### src/rtl/matrix_reader_pkg.sv
`default_nettype none
// ============================================================================
//  Module      : matrix_reader_pkg
//  Description : Shared types and constants for the matrix read path. The
//                column geometry constants are the ones the display path
//                uses, so a captured image can be fed back to the display.
//  Revision    : 1.0 - initial release
// ============================================================================
package matrix_reader_pkg;

   localparam int c_COLUNE_SIZE   = 7;
   localparam int c_TOTAL_COLUNES = 5;
   localparam int c_DATA_WIDTH    = c_COLUNE_SIZE * c_TOTAL_COLUNES;

   typedef enum logic [1:0] {
      ST_IDLE    = 2'd0,
      ST_DRIVE   = 2'd1,
      ST_PUBLISH = 2'd2
   } state_e;

   // Bit offset of column 'col' in the column-major image packing.
   function automatic int col_offset(input int col, input int size);
      return col * size;
   endfunction

endpackage
`default_nettype wire

### src/rtl/matrix_reader_if.sv
`default_nettype none
// ============================================================================
//  Module      : matrix_reader_if
//  Description : Sense/drive and image bus of the matrix reader. The master
//                side drives enable and the sense lines; the slave (reader)
//                drives the column activator and the captured image.
//  Revision    : 1.0 - initial release
// ============================================================================
interface matrix_reader_if
   import matrix_reader_pkg::*;
#(
   parameter int COLUNE_SIZE   = c_COLUNE_SIZE,
   parameter int TOTAL_COLUNES = c_TOTAL_COLUNES,
   parameter int DATA_WIDTH    = c_DATA_WIDTH
);

   logic                     enable;
   logic [COLUNE_SIZE-1:0]   colune_sense;
   logic [TOTAL_COLUNES-1:0] colune_activator;
   logic [DATA_WIDTH-1:0]    image;
   logic                     frame_valid;
   logic                     frame_changed;

   modport master (
      output enable,
      output colune_sense,
      input  colune_activator,
      input  image,
      input  frame_valid,
      input  frame_changed
   );

   modport slave (
      input  enable,
      input  colune_sense,
      output colune_activator,
      output image,
      output frame_valid,
      output frame_changed
   );

endinterface
`default_nettype wire

### src/rtl/matrix_reader_column_sequencer.sv
`default_nettype none
// ============================================================================
//  Module      : matrix_reader_column_sequencer
//  Description : Column index and settle counter for the matrix scan. Drives
//                the registered one-hot column activator and flags the
//                sampling cycle and the last column to the controlling FSM.
//  Revision    : 1.0 - initial release
// ============================================================================
module matrix_reader_column_sequencer #(
   parameter int TOTAL_COLUNES = 5,
   parameter int SETTLE_CYCLES = 4,
   parameter int IDX_W = (TOTAL_COLUNES > 1) ? $clog2(TOTAL_COLUNES) : 1,
   parameter int CNT_W = (SETTLE_CYCLES > 1) ? $clog2(SETTLE_CYCLES) : 1
) (
   input  wire logic                     clk,
   input  wire logic                     reset,
   input  wire logic                     start_i,          // begin a scan at column 0
   input  wire logic                     run_i,            // keep scanning this cycle
   output logic      [IDX_W-1:0]         col_idx_o,
   output logic                          sample_strobe_o,  // sample the sense lines at this edge
   output logic                          last_column_o,
   output logic      [TOTAL_COLUNES-1:0] activator_o
);

   localparam logic [CNT_W-1:0] c_CNT_LAST = CNT_W'(SETTLE_CYCLES - 1);
   localparam logic [IDX_W-1:0] c_IDX_LAST = IDX_W'(TOTAL_COLUNES - 1);

   logic [CNT_W-1:0]         cnt_q, cnt_d;
   logic [IDX_W-1:0]         idx_q, idx_d;
   logic [TOTAL_COLUNES-1:0] act_q, act_d;
   logic                     w_cnt_done;

   assign w_cnt_done      = (cnt_q == c_CNT_LAST);
   assign sample_strobe_o = run_i & w_cnt_done;
   assign last_column_o   = (idx_q == c_IDX_LAST);
   assign col_idx_o       = idx_q;
   assign activator_o     = act_q;

   // Next index/count/activator; anything other than start or run blanks the
   // drive and parks the sequencer at column 0.
   always_comb begin
      cnt_d = '0;
      idx_d = '0;
      act_d = '0;
      if (start_i) begin
         act_d = TOTAL_COLUNES'(1);
      end else if (run_i) begin
         if (w_cnt_done) begin
            if (!last_column_o) begin
               idx_d = idx_q + IDX_W'(1);
               act_d = act_q << 1;
            end else begin
               // Last column sampled: hold index, blank for the publish cycle.
               idx_d = idx_q;
            end
         end else begin
            cnt_d = cnt_q + CNT_W'(1);
            idx_d = idx_q;
            act_d = act_q;
         end
      end
   end

   // Sequencer registers.
   always_ff @(posedge clk) begin
      if (reset) begin
         cnt_q <= '0;
         idx_q <= '0;
         act_q <= '0;
      end else begin
         cnt_q <= cnt_d;
         idx_q <= idx_d;
         act_q <= act_d;
      end
   end

endmodule
`default_nettype wire

### src/rtl/matrix_reader.sv
`default_nettype none
// ============================================================================
//  Module      : matrix_reader
//  Description : Column-scanned matrix reader. Drives one column at a time,
//                samples the row sense lines after a settle interval and
//                publishes a column-major image once per frame, flagging
//                frames that differ from the previous one.
//                DATA_WIDTH must equal COLUNE_SIZE*TOTAL_COLUNES.
//  Revision    : 1.0 - initial release
// ============================================================================
module matrix_reader
   import matrix_reader_pkg::*;
#(
   parameter int DATA_WIDTH    = c_DATA_WIDTH,
   parameter int COLUNE_SIZE   = c_COLUNE_SIZE,
   parameter int TOTAL_COLUNES = c_TOTAL_COLUNES,
   parameter int SETTLE_CYCLES = 4
) (
   input  wire logic       clk,
   input  wire logic       reset,
   matrix_reader_if.slave  bus
);

   localparam int IDX_W = (TOTAL_COLUNES > 1) ? $clog2(TOTAL_COLUNES) : 1;

   localparam logic [1:0] c_IDLE    = ST_IDLE;
   localparam logic [1:0] c_DRIVE   = ST_DRIVE;
   localparam logic [1:0] c_PUBLISH = ST_PUBLISH;

   logic [1:0]               state_q, state_d;
   logic                     w_start, w_run, w_publish;
   logic                     w_strobe, w_last;
   logic [IDX_W-1:0]         w_col_idx;
   logic [TOTAL_COLUNES-1:0] w_activator;
   logic [TOTAL_COLUNES-1:0] w_col_sel;

   logic [DATA_WIDTH-1:0]    capture_q;
   logic [DATA_WIDTH-1:0]    image_q;
   logic                     frame_valid_q;
   logic                     frame_changed_q;

   matrix_reader_column_sequencer #(
      .TOTAL_COLUNES (TOTAL_COLUNES),
      .SETTLE_CYCLES (SETTLE_CYCLES)
   ) u_seq (
      .clk             (clk),
      .reset           (reset),
      .start_i         (w_start),
      .run_i           (w_run),
      .col_idx_o       (w_col_idx),
      .sample_strobe_o (w_strobe),
      .last_column_o   (w_last),
      .activator_o     (w_activator)
   );

   // Scanning continues only while enable is still high; a low enable in
   // DRIVE aborts the frame at this edge without sampling.
   assign w_run = (state_q == c_DRIVE) && bus.enable;

   // Scan FSM: IDLE -> DRIVE (all columns) -> PUBLISH -> DRIVE/IDLE.
   always_comb begin
      state_d   = state_q;
      w_start   = 1'b0;
      w_publish = 1'b0;
      case (state_q)
         c_IDLE: begin
            if (bus.enable) begin
               state_d = c_DRIVE;
               w_start = 1'b1;
            end
         end
         c_DRIVE: begin
            if (!bus.enable) begin
               state_d = c_IDLE;
            end else if (w_strobe && w_last) begin
               state_d = c_PUBLISH;
            end
         end
         c_PUBLISH: begin
            w_publish = 1'b1;
            if (bus.enable) begin
               state_d = c_DRIVE;
               w_start = 1'b1;
            end else begin
               state_d = c_IDLE;
            end
         end
         default: state_d = c_IDLE;
      endcase
   end

   // One write-select per column slice of the capture buffer.
   for (genvar k = 0; k < TOTAL_COLUNES; k++) begin : g_col_sel
      assign w_col_sel[k] = w_strobe && (w_col_idx == IDX_W'(k));
   end

   // State register.
   always_ff @(posedge clk) begin
      if (reset) state_q <= c_IDLE;
      else       state_q <= state_d;
   end

   // Capture buffer: a partial frame left by an abort is never cleared since
   // every slice is rewritten before the next publish.
   always_ff @(posedge clk) begin
      if (reset) begin
         capture_q <= '0;
      end else begin
         for (int k = 0; k < TOTAL_COLUNES; k++) begin
            if (w_col_sel[k]) begin
               capture_q[col_offset(k, COLUNE_SIZE) +: COLUNE_SIZE] <= bus.colune_sense;
            end
         end
      end
   end

   // Published image and the per-frame pulses.
   always_ff @(posedge clk) begin
      if (reset) begin
         image_q         <= '0;
         frame_valid_q   <= 1'b0;
         frame_changed_q <= 1'b0;
      end else begin
         frame_valid_q   <= w_publish;
         frame_changed_q <= w_publish && (capture_q != image_q);
         if (w_publish) image_q <= capture_q;
      end
   end

   assign bus.colune_activator = w_activator;
   assign bus.image            = image_q;
   assign bus.frame_valid      = frame_valid_q;
   assign bus.frame_changed    = frame_changed_q;

endmodule
`default_nettype wire

### src/flat_wrapper.sv
// flat-port wrapper written by rule: the top's interface ports become plain ports
module matrix_reader_flat import matrix_reader_pkg::*;
#(
   parameter int DATA_WIDTH    = c_DATA_WIDTH,
   parameter int COLUNE_SIZE   = c_COLUNE_SIZE,
   parameter int TOTAL_COLUNES = c_TOTAL_COLUNES,
   parameter int SETTLE_CYCLES = 4
)
  (clk, reset, bus_enable, bus_colune_sense, bus_colune_activator, bus_image, bus_frame_valid, bus_frame_changed);
  matrix_reader_if #(.COLUNE_SIZE(COLUNE_SIZE), .TOTAL_COLUNES(TOTAL_COLUNES), .DATA_WIDTH(DATA_WIDTH)) bus_i ();
  input  wire logic clk;
  input  wire logic reset;
  input wire logic [$bits(bus_i.enable)-1:0] bus_enable;
  input wire logic [$bits(bus_i.colune_sense)-1:0] bus_colune_sense;
  output wire logic [$bits(bus_i.colune_activator)-1:0] bus_colune_activator;
  output wire logic [$bits(bus_i.image)-1:0] bus_image;
  output wire logic [$bits(bus_i.frame_valid)-1:0] bus_frame_valid;
  output wire logic [$bits(bus_i.frame_changed)-1:0] bus_frame_changed;
  assign bus_i.enable = bus_enable;
  assign bus_i.colune_sense = bus_colune_sense;
  assign bus_colune_activator = bus_i.colune_activator;
  assign bus_image = bus_i.image;
  assign bus_frame_valid = bus_i.frame_valid;
  assign bus_frame_changed = bus_i.frame_changed;
  matrix_reader #(.DATA_WIDTH(DATA_WIDTH), .COLUNE_SIZE(COLUNE_SIZE), .TOTAL_COLUNES(TOTAL_COLUNES), .SETTLE_CYCLES(SETTLE_CYCLES)) u_core (.clk(clk), .reset(reset), .bus(bus_i));
endmodule
### config.mk
export PLATFORM = sky130hd
export DESIGN_NAME = matrix_reader_flat
export DESIGN_NICKNAME = d
export VERILOG_FILES = /design/src/rtl/matrix_reader_pkg.sv /design/src/rtl/matrix_reader_if.sv /design/src/rtl/matrix_reader_column_sequencer.sv /design/src/rtl/matrix_reader.sv /design/src/flat_wrapper.sv
export SDC_FILE = /design/constraint.sdc
export NUM_CORES = 1
export LEC_CHECK = 0
export CORE_UTILIZATION = 38
export CTS_CLUSTER_DIAMETER = 120
export DETAILED_ROUTE_END_ITERATION = 6
export PLACE_DENSITY = 0.61
export REMOVE_ABC_BUFFERS = 1
export SYNTH_ARGS = -nofsm -noshare
export SYNTH_HDL_FRONTEND = slang
export SYNTH_SLANG_ARGS = --single-unit
### constraint.sdc
create_clock -name clk -period 1.6 [get_ports clk]
set_input_delay 0.16 -clock clk [delete_from_list [all_inputs] [get_ports clk]]
set_output_delay 0.16 -clock clk [all_outputs]
set_load 0.1 [all_outputs]
; Word-level counts from Yosys, hierarchy flattened
; Index checks and enable logic that the tools add are counted.
[word_totals]
ff_bits = 84
inputBits = 10
output_inout_bits = 42
word_cells = 55
[classes]
n_addsub = 2
eq_ne = 11
n_mux = 12
n_bitwise = 3
reduce_logical = 14
[op_table]
columns = operator, count
row1 = $ne A35 B35 Y1, 1
row2 = $logic_and A1 B1 Y1, 7
row3 = $mux W1, 7
row4 = $eq A3 B2 Y1 const B, 2
row5 = $mux W2, 3
row6 = $ne A3 B2 Y1 const B, 2
row7 = $pmux W2 S3, 1
row8 = $mux W5, 1
row9 = $eq A2 B2 Y1 const B, 2
row10 = $reduce_and A2 Y1, 2
row11 = $reduce_or A4 Y1, 1
row12 = $add A3 B1 Y3 const B, 1
row13 = $eq A3 B1 Y1 const B, 1
row14 = $eq A3 B3 Y1 const B, 1
row15 = $logic_not A3 Y1, 1
row16 = $reduce_or A3 Y1, 1
row17 = $add A2 B1 Y2 const B, 1
row18 = $eq A2 B1 Y1 const B, 1
row19 = $logic_not A2 Y1, 1
row20 = $ne A2 B2 Y1 const B, 1
row21 = $not A1 Y1, 2
row22 = $reduce_or A2 Y1, 1
row23 = $and A1 B1 Y1, 1

; Logic depth before layout (Yosys ltp)
[logic_depth]
word_depth = 7
depth_mapped = 7
mapped_depth_nobuf = 6

; Modules after synthesis
; A second synthesis with hierarchy kept.
[unflattened]
hier_cells = 388
hier_area_um2 = 3450.8
[modules_own_cells]
columns = mod, instances, cells_each, area_each_um2
row1 = matrix_reader, 1, 341, 2995.4
row2 = matrix_reader_column_sequencer, 1, 47, 455.4

; Least setup slack after synthesis
; Ideal clock, no wire load.
[synth_path]
path_type = flip-flop to flip-flop
start = register u_core.image_q[17] (netlist: u_core.bus.image[17])
end = register u_core.frame_changed_q (netlist: u_core.bus.frame_changed)
setup_ps = 120
arrival_ps = 1755
t_required_ps = 1480
path_slack_ps = -274
stages_incl_launch_ff = 5
cell_sequence = dfxtp_1 -> xor2_1 -> nor4_1 -> nand4_1 -> o31a_1
[synth_between]
elab_chain_len = 2
[synth_lines]
columns = item, line
row1 = "start, declared", matrix_reader.sv:38  ; logic [DATA_WIDTH-1:0] image_q;
row2 = "start signal, assigned", matrix_reader.sv:126  ; if (w_publish) image_q <= capture_q;
row3 = $ne A35 B35 Y1, matrix_reader.sv:125  ; frame_changed_q <= w_publish && (capture_q != image_q);
row4 = $logic_and A1 B1 Y1, matrix_reader.sv:125
row5 = "end signal, assigned", matrix_reader.sv:125
row6 = "end, declared", matrix_reader.sv:40  ; logic frame_changed_q;
; No other way between the ends.
; A chain may end at the register's enable or synchronous reset.

; Final worst setup path
[layout_path]
start = register u_core.capture_q[33]
end = register u_core.frame_changed_q (netlist: u_core.bus.frame_changed)
[layout_between]
elab_chain_len = 2
[layout_lines]
columns = item, line
row1 = "start, declared", matrix_reader.sv:37  ; logic [DATA_WIDTH-1:0] capture_q;
row2 = "start signal, assigned by index", matrix_reader.sv:111  ; capture_q[col_offset(k, COLUNE_SIZE) +: COLUNE_SIZE] <= bus.colune_sense;
row3 = $ne A35 B35 Y1, matrix_reader.sv:125
row4 = $logic_and A1 B1 Y1, matrix_reader.sv:125
; No other way between the ends.

==> impl_metrics.json <==
{
  "drive_above_1_share": 0.208,
  "cp_max_fo": 3,
  "drtIter0Drc": 92,
  "skew_ns": 0.00837,
  "vias_per_cell": 4.89,
  "worstMarginPinSlew_ns": 0.398,
  "synthesis.area_mm2": 0.00345,
  "setup_viol": 0,
  "dp_hpwl_mm": 5.59,
  "fin_cells": 564,
  "cts_root_buf": "clkbuf_8",
  "clkTransAtPathRegs_ns": 0.08,
  "grt_pass1_wl_mm": 13.2,
  "num_vias": 2756,
  "overflow": 0,
  "io_pins": 52,
  "grt_max_degree": 73,
  "post-route-period-util": 0.943,
  "row_count": 34,
  "fillCellCount": 796,
  "crit_chain": "xor2_1 -> nor4_2 -> buf_4 -> nand4_1 -> o31a_1",
  "period_needed_ns": 1.51,
  "crit_type": "reg2reg",
  "status": "completed",
  "grt.total_usage": 0.175,
  "ys_warn_count": 0,
  "area_delta_synth_final_pct": 39.1,
  "max-slew-margin-rel": 0.732,
  "slew_viol_final": 0,
  "synth_seq_cells": 84,
  "clkSinkCount": 84,
  "final_antenna_net_count": 0,
  "drc": 0,
  "cp-end-kind": "flop",
  "clk_latency_ns": 0.34,
  "syn_avg_cell_area_um2": 8.88,
  "wire_per_inst_um": 13.9,
  "ys_async_sr_fraction": 0,
  "cts.path.max_buffers": 2,
  "drt_pre_antenna_iters": 4,
  "yosysSeqAreaShare": 0.487,
  "antenna_cells": 0,
  "synth_area_leaders": "dfxtp_1 (49%), nand2_1 (9.2%), mux2i_1 (8.1%)",
  "yosys.cell_types.count": 28,
  "syn_inst": 389,
  "core_mm2": 0.00876,
  "hold_violations": 0,
  "critPathSlowestCell": "dfxtp_2",
  "synth_top_flop_cell": "dfxtp_1",
  "grt_pass1_vias": 2735,
  "antenna_found_initial": 0,
  "post-route-util": 0.548,
  "finalWirelength_mm": 7.86,
  "start_util": 0.394,
  "slowest_delay_ns": 0.34,
  "post_cts_buffers": 0,
  "dieArea_mm2": 0.00947,
  "yosys.area.top_type": "dfxtp_1",
  "maxCapViolCount": 0,
  "fin_nets": 469,
  "place_congestion": 0.776,
  "die_w_um": 97.3,
  "dpl.cell_count": 550,
  "max_freq_mhz": 663,
  "p_leak_uw": 0.00197,
  "htreeDepth": 3,
  "synth_edf_count": 0,
  "cts_tree": "yes",
  "hp-class": "in2reg",
  "multi_input_area_mm2": 0.00166,
  "power_density_mw_per_mm2": 724,
  "start_kind": "flop",
  "port_buffers": 51,
  "crit_arrival_ns": 1.74,
  "die_h_um": 97.3,
  "ir_drop_mv": 0.403,
  "cp.required_ns": 1.84,
  "netlist.area_leader.share": 0.487,
  "cts_buffers": 9,
  "ff_latch_area_mm2": 0.00169
}
-- synth_stat cells, drive strengths merged (2+ instances only) --
| master | instances |
|---|---|
| nor3b | 4 |
| inv | 5 |
| ha | 6 |
| nor3 | 2 |
| buf | 16 |
| nand3 | 6 |
| nand2 | 85 |
| xnor2 | 4 |
| a21oi | 49 |
| nand2b | 3 |
| nor2 | 33 |
| o21ai | 8 |
| xor2 | 32 |
| nand4 | 2 |
| nor4 | 8 |
| clkbuf | 8 |
| dfxtp | 84 |
| mux2i | 28 |
-- cells by family after synthesis --
group / after synthesis / share of synthesized area
compound gates: 59 / 0.0873
xor+xnor: 36 / 0.0913
fa+ha+maj: 6 / 0.0217
buf+inv: 29 / 0.0424
flops: 84 / 0.487
mux: 28 / 0.0812
simple gates: 147 / 0.189
-- power breakdown --
group | internal [µW] | total [µW] | switching, µW
sequential | 2090 | 2100 | 5.50
combinational | 37.3 | 104 | 66.3
clock | 583 | 1280 | 695
total | 2710 | 3480 | 766
-- layout by cell type (no fill, tap or decap), types with 7 or more instances in the layout --
| cell | count |
|---|---|
| a21oi_1 | 49 |
| buf_12 | 43 |
| buf_4 | 22 |
| clkbuf_8 | 10 |
| clkdlybuf4s50_1 | 8 |
| dfxtp_1 | 81 |
| mux2i_1 | 28 |
| nand2_1 | 84 |
| nor2_1 | 32 |
| nor4_1 | 7 |
| o21ai_0 | 8 |
| xor2_1 | 32 |
-- through the flow --
| step | TNS (ns) | hold slack, ns | worst slack (ns) | total power (µW) | instance area [µm²] |
|---|---|---|---|---|---|
| after floorplan | -9.93 | 0.229 | -0.576 | 2160 | 3330 |
| after CTS | 0 | 0.318 | 0.0103 | 3520 | 4760 |
| after global routing | -0.0199 | 0.325 | -0.0106 | 3610 | 4800 |
| after detailed placement | -4.31 | 0.419 | -0.199 | 2250 | 4590 |
| final | 0 | 0.319 | 0.0915 | 3480 | 4800 |
| after global placement | -2.98 | 0.415 | -0.143 | 2250 | 4590 |
-- final cells by class --
class / count / area share
clock buffer: 11 / 0.0294
clock inverter: 3 / 0.00313
inverter: 5 / 0.00391
multi-input combinational: 276 / 0.346
sequential: 84 / 0.351
tap: 108 / 0.0281
timing repair buffer: 77 / 0.238
-- worst paths after layout --
| check | start | endpoint | slack (ns) | cells after the start |
|---|---|---|---|---|
| worst max-delay path | u_core.capture_q[33] | u_core.bus.frame_changed | 0.09 | 5 |
| worst max register to register | u_core.capture_q[33] | u_core.bus.frame_changed | 0.09 | 5 |
| worst min register to register | u_core.capture_q[2] | u_core.bus.image[2] | 0.48 | 2 |
| worst min-delay path | reset | u_core.u_seq.activator_o[0] | 0.32 | 4 |
-- metal layers --
metal | up-vias | wire, µm | track usage | share of wire
met4 | 0 | 89 | 0.0679 | 0.011
met3 | 7 | 174 | 0.0223 | 0.022
met5 | - | 0 | 0 | 0
met1 | 1305 | 3720 | 0.228 | 0.47
li1 | 1403 | - | - | -
met2 | 41 | 3880 | 0.295 | 0.49
-- critical path: cells and delay by family (launching register included) --
family | cells | cell delay, ns
compound gates | 1 | 0.27
flops | 1 | 0.34
buf+inv | 1 | 0.17
xor+xnor | 1 | 0.18
simple gates | 2 | 0.46
-- flip-flops by register name (all words and copies together), names as in the netlist --
register                  flops
u_core.state_q                2
u_core.bus.frame_changed      1
u_core.u_seq.col_idx_o        3
u_core.u_seq.activator_o      5
u_core.capture_q             35
u_core.u_seq.cnt_q            2
u_core.bus.image             35
u_core.bus.frame_valid        1
-- timing repair --
| action | 4_1_cts | 5_1_grt |
|---|---|---|
| pin swaps | 0 | 3 |
| endpoints found under the hold margin | 0 | 0 |
| hold buffers | 0 | 0 |
| endpoints found under the setup margin | 1 | 23 |
| resized for setup | 1 | 13 |
Power figures use the tool's default switching activity.
